$ cat config.mk
export PLATFORM = sky130hd
export DESIGN_NAME = sqrt_inverse_squarer
export DESIGN_NICKNAME = d
export VERILOG_FILES = /design/src/rtl/sqrt_inverse_squarer.sv
export SDC_FILE = /design/constraint.sdc
export NUM_CORES = 1
export LEC_CHECK = 0
export ABC_CLOCK_PERIOD_IN_PS = 9300
export CAP_MARGIN = 30
export CORE_MARGIN = 2
export CORE_UTILIZATION = 52
export CTS_BUF_LIST = sky130_fd_sc_hd__clkbuf_8
export CTS_CLUSTER_DIAMETER = 150
export DETAILED_ROUTE_END_ITERATION = 8
export PLACE_DENSITY = 0.68
export REMOVE_ABC_BUFFERS = 1
export SYNTH_ARGS = -nofsm -noshare
export SYNTH_HDL_FRONTEND = slang
export SYNTH_SLANG_ARGS = --single-unit
export TNS_END_PERCENT = 1
$ cat constraint.sdc
create_clock -name clk -period 9.3 [get_ports clk]
set_clock_uncertainty 0.1 [all_clocks]
set_input_delay 2.325 -clock clk [delete_from_list [all_inputs] [get_ports clk]]
set_output_delay 2.325 -clock clk [all_outputs]
set_load 0.05 [all_outputs]
$ cat src/rtl/sqrt_inverse_squarer.sv
// Sequential fixed-point squarer: rebuilds rad = (root^2 + rem) >> FRACTION_WIDTH
// with a one-bit-per-cycle shift-add multiplier behind a start/busy/valid handshake.
module sqrt_inverse_squarer #(
  parameter int unsigned TOTAL_WIDTH    = 8,
  parameter int unsigned FRACTION_WIDTH = 0
) (
  input  logic                   clk,
  input  logic                   rst_n,
  input  logic                   start,
  input  logic [TOTAL_WIDTH-1:0] root,
  input  logic [TOTAL_WIDTH-1:0] rem,
  output logic                   busy,
  output logic                   valid,
  output logic [TOTAL_WIDTH-1:0] rad,
  output logic                   ovf
);

  localparam int unsigned W  = TOTAL_WIDTH;
  localparam int unsigned MW = 2 * TOTAL_WIDTH;
  localparam int unsigned AW = 2 * TOTAL_WIDTH + 1;
  localparam int unsigned IW = (TOTAL_WIDTH == 2) ? 1 : $clog2(TOTAL_WIDTH);

  typedef enum logic {IDLE, RUN} state_t;

  state_t         state, state_n;
  logic [MW-1:0]  mc, mc_n;
  logic [W-1:0]   mp, mp_n;
  logic [AW-1:0]  acc, acc_n;
  logic [W-1:0]   r, r_n;
  logic [IW-1:0]  i, i_n;
  logic           busy_n, valid_n, ovf_n;
  logic [W-1:0]   rad_n;

  logic [AW-1:0]  acc_step_c;
  logic [AW-1:0]  sum_c;

  // Partial product for this iteration, then the remainder add and fractional truncation.
  assign acc_step_c = acc + (mp[0] ? AW'(mc) : '0);
  assign sum_c      = (acc_step_c + AW'(r)) >> FRACTION_WIDTH;

  always_ff @(posedge clk or negedge rst_n) begin
    if (!rst_n) begin
      state <= IDLE;
      mc    <= '0;
      mp    <= '0;
      acc   <= '0;
      r     <= '0;
      i     <= '0;
      busy  <= 1'b0;
      valid <= 1'b0;
      rad   <= '0;
      ovf   <= 1'b0;
    end else begin
      state <= state_n;
      mc    <= mc_n;
      mp    <= mp_n;
      acc   <= acc_n;
      r     <= r_n;
      i     <= i_n;
      busy  <= busy_n;
      valid <= valid_n;
      rad   <= rad_n;
      ovf   <= ovf_n;
    end
  end

  always_comb begin
    state_n = state;
    mc_n    = mc;
    mp_n    = mp;
    acc_n   = acc;
    r_n     = r;
    i_n     = i;
    busy_n  = busy;
    valid_n = valid;
    rad_n   = rad;
    ovf_n   = ovf;

    case (state)
      IDLE: ;
      RUN: begin
        mc_n = mc << 1;
        mp_n = mp >> 1;
        if (i == IW'(W - 1)) begin
          rad_n   = sum_c[W-1:0];
          ovf_n   = |sum_c[AW-1:W];
          busy_n  = 1'b0;
          valid_n = 1'b1;
          state_n = IDLE;
        end else begin
          i_n   = i + IW'(1);
          acc_n = acc_step_c;
        end
      end
      default: state_n = IDLE;
    endcase

    // A start edge overrides any iteration or completion in the same cycle.
    if (start) begin
      mc_n    = MW'(root);
      mp_n    = root;
      r_n     = rem;
      acc_n   = '0;
      i_n     = '0;
      busy_n  = 1'b1;
      valid_n = 1'b0;
      state_n = RUN;
    end
  end

endmodule
Word level (Yosys, flattened, before mapping)

Cells that the tools add are included.

Bits in registers: 64
Output and inout bits: 11

Add/sub/neg operators: 3
Multiplexer cells: 20
Reduce and logical (&&, ||, !) cells: 6
Equality and inequality tests: 2

Operators by type and width:

| operator            | number |
|---|---|
| $mux 17             | 3 |
| $mux 16             | 3 |
| $add 17x16->17      | 1 |
| $add 17x8->17       | 1 |
| $mux 8              | 2 |
| $mux 1              | 9 |
| $mux 3              | 3 |
| $reduce_or 9->1     | 1 |
| $reduce_and 2->1    | 3 |
| $reduce_bool 2->1   | 2 |
| $add 3x1->3 const B | 1 |
| $eq 3x3->1 const B  | 1 |
| $ne 2x2->1 const B  | 1 |

Depth between registers and ports, before layout

Depth after elaboration: 5
Depth in mapped cells: 19
Gate-level depth less buffers: 18

Least setup slack after synthesis

OpenSTA, ideal clock, no wires.

Path kind: register to register
Start: register mp[0]
End: register ovf
Slack: 5.489 ns
Buffers on the path: 1
Arrival time: 3.574 ns
Required time: 9.062 ns
Cell stages (with the launch flop): 18
Cell sequence: dfrtp_1 -> clkbuf_1 -> nand2_1 -> fa_1 -> nor2b_1 -> o21a_1 -> nor2_1 -> xnor2_1 -> ha_1 -> nand3_1 -> o2111a_1 -> o21ai_0 -> a21oi_1 -> nor2b_1 -> and4_4 -> mux2i_1 -> a2111oi_2 -> o211ai_1

Cells in the longest elaborated chain, start to end: 4

Ends and longest elaborated chain:

| item                     | line | source |
|---|---|---|
| start: declaration       | 27   | `logic [W-1:0] mp, mp_n;` |
| start signal: assignment | 56   | `mp <= mp_n;` |
| $mux 16                  | 38   | `assign acc_step_c = acc + (mp[0] ? AW'(mc) : '0);` |
| $add 17x16->17           | 38   |  |
| $add 17x8->17            | 39   | `assign sum_c = (acc_step_c + AW'(r)) >> FRACTION_WIDTH;` |
| $reduce_or 9->1          | 86   | `ovf_n = \|sum_c[AW-1:W];` |
| end signal: assignment   | 63   | `ovf <= ovf_n;` |
| end: declaration         | 15   | `output logic ovf` |

Every way passes these cells.
A chain may end at the register's enable or synchronous reset.

Worst setup path after layout

Ends and elaborated chain as after synthesis.

==> reports/metrics.yaml <==
synthTopCellsByCount: "64 x dfrtp_1, 35 x nor2_1, 28 x ha_1"
die_x_um: 92.1
critPathKind: "reg -> reg"
finalHoldViolCount: 0
dpl.cell_count: 528
num_rows: 32
relSlewSlack_pct: 45.8
synth_top_family_by_area: "compound AO/OA/AOI/OAI gates"
drive_gt1_share_pct: 10.2
drtAntennaViolNets: 0
track_usage_pct: 21.8
ys_seq_area_share_pct: 39.7
grt_overflow: 0
synthAdderAreaFrac_pct: 9.68
antenna_found_initial: 0
synth-xor-area-share_pct: 3.47
wl_per_cell_um: 15.6
hold_ws_ps: 380
peakVddDrop_v: 0.000174
synthCells: 410
dr.pass1.iters: 4
clk_latency_ps: 340
area.growth.synth_to_final_pct: 14.1
syn-cell-area_mm2: 0.00403
avgSynthCellArea_um2: 9.84
critPathLaunchType: "flip-flop"
tns_ps: 0
synth_simple_gate_area_share_pct: 19.0
layout_setup_ws_ps: 4920
fillers: 663
synth_mux_area_share_pct: 6.02
cts_buffers: 9
seqCellArea_mm2: 0.00160
fin_nets: 486
maxSlewViolCount: 0
min_path_type: "reg -> reg"
antenna-diode-count: 0
synth_warnings: 0
wl_um: 8480
post-place-ws_ps: 4950
synth_top_area_share_pct: 39.7
initial_core_util_pct: 53.0
dr_total_vias: 3102
cts_root_buf: "clkbuf_8"
vias_per_cell: 5.71
status: "finished, final reports clean"
tritoncts: "built"
grt_pass1_wl_um: 14800
cts_hold_buf: 0
cts_resized: 0
worst_ep_arrival_time_ps: 4480
p_per_area_mw_per_mm2: 191
die_h_um: 92.1
synth_seq_cells: 64
setup_viol: 0
cts_setup_buffers: 0
gp_congestion: 0.927
ios: 30
maxCapViolCount: 0
core-area_mm2: 0.00761
post-synth-top-count-cell: "dfrtp_1"
h-tree-depth: 3
drt_iter0_drc: 199
tightest_slew_ps: 813
synthArstFlopShare_pct: 100
leakagePower_uw: 0.00209
period_share_pct: 47.1
place_hpwl_um: 6090
synth_ff_type: "dfrtp_1"
final_cells: 543
synth-compound-area-share_pct: 19.4
synth_edf_count: 0
cts_buffer_depth: 2
min_period_ps: 4380
die_area_mm2: 0.00848
rsz0062_at_grt: "no"
yosys-top-cells-area: "dfrtp_1 40%, ha_1 8.7%, a22o_1 4.3%, nor2b_1 3.7%, nor2_1 3.3%"
multi_input_area_mm2: 0.00232
drc: 0
grt_pass1_vias: 3064
clkTransAtPathRegs_ps: 70
clkSinkCount: 64
end_kind: "flip-flop"
final_util_pct: 60.5
path_max_fanout: 17
yosysTopAreaCell: "dfrtp_1"
crit_required_ps: 9400
grt_max_degree: 65
yosysUniqueCellTypes: 59
port_buffers: 29
fmax_mhz: 228
[state kept, by name, summed over array words and instances (netlist names)]
| name | count |
|---|---|
| acc | 17 |
| mc | 16 |
| mp | 8 |
| r | 8 |
| rad | 8 |
| i | 3 |
| busy | 1 |
| ovf | 1 |
| state | 1 |
| valid | 1 |
[worst max-delay path, stage by stage (launching register included)]
cell and delay [ps]:
dfrtp_1 580, and2_1 190, ha_1 150, inv_1 50, fa_1 400, nor2b_1 200, o21a_1 130, nor2_1 40
xnor2_1 140, ha_1 370, nand3_1 100, o2111a_1 270, o21ai_0 310, a21oi_1 140, nor2b_1 200, and4_4 270
mux2i_1 100, a2111oi_2 370, o211ai_1 130
[final timing paths]
path                                   start                   to  slack, ps  cells after the start
max                        mp[0]$_DFFE_PN0P_      ovf$_DFFE_PN0P_       4920                     18
min                         busy$_DFFE_PN0P_     busy$_DFFE_PN0P_        380                      1
max reg2reg                mp[0]$_DFFE_PN0P_      ovf$_DFFE_PN0P_       4920                     18
min reg2reg                 busy$_DFFE_PN0P_     busy$_DFFE_PN0P_        380                      1
max in group asynchronous              rst_n  acc[13]$_DFFE_PN0P_       6510                      2
min in group asynchronous              rst_n    mc[0]$_DFFE_PN0P_       2060                      2
[layer usage]
| metal | up-vias | global-route usage, % | wire, um |
|---|---|---|---|
| met3 | 9 | 2.79 | 270 |
| met2 | 63 | 33.8 | 3930 |
| met4 | 0 | 8.08 | 117 |
| met5 | - | 0 | 0 |
| met1 | 1473 | 31.4 | 4160 |
| li1 | 1557 | - | - |
[power breakdown]
| group | switching [uW] | total [uW] | internal [uW] | leakage (uW) |
|---|---|---|---|---|
| Clock | 108 | 230 | 121 | 0.0000948 |
| Combinational | 184 | 316 | 133 | 0.00119 |
| Sequential | 21.2 | 332 | 311 | 0.000806 |
[cell usage in the layout (no fill, tap or decap), drive strengths merged, types with 4 or more instances in the layout]
master	Yosys	routed
dfrtp	64	64
nor2	35	35
ha	28	28
clkdlybuf4s50	0	28
nand2	24	24
nor2b	24	24
a21oi	24	24
a22o	20	20
and2	18	18
o21ai	17	17
a211oi	15	15
xnor2	13	13
mux2i	13	13
inv	11	11
mux2	10	10
nand3	10	10
clkbuf	13	9
buf	5	6
a21o	5	5
nor3	5	5
o211ai	5	5
or4	4	4
clkinv	0	4
[kinds of logic after synthesis]
logic type	count (synthesis)
flip-flops	64
AND/OR/NAND/NOR	140
buffers and inverters	29
adder cells (fa/ha/maj)	30
AO/OA/AOI/OAI	108
multiplexers	23
XOR/XNOR	16
[per-stage QoR]
step                      total power (uW)  area, um2
after global routing                   938       4600
final                                  878       4600
after CTS                              887       4600
after global placement                 649       4420
after detailed placement               653       4420
after floorplan                        567       3970
[area by class of cell]
cell class	count	area share (%)
multi-input cells	317	50.5
flip-flops and latches	64	34.8
repair buffers	34	7.02
inverters	11	0.897
well taps	102	2.77
clock inverters	6	1.33
clock buffers	9	2.69
Power figures use the tool's default switching activity.
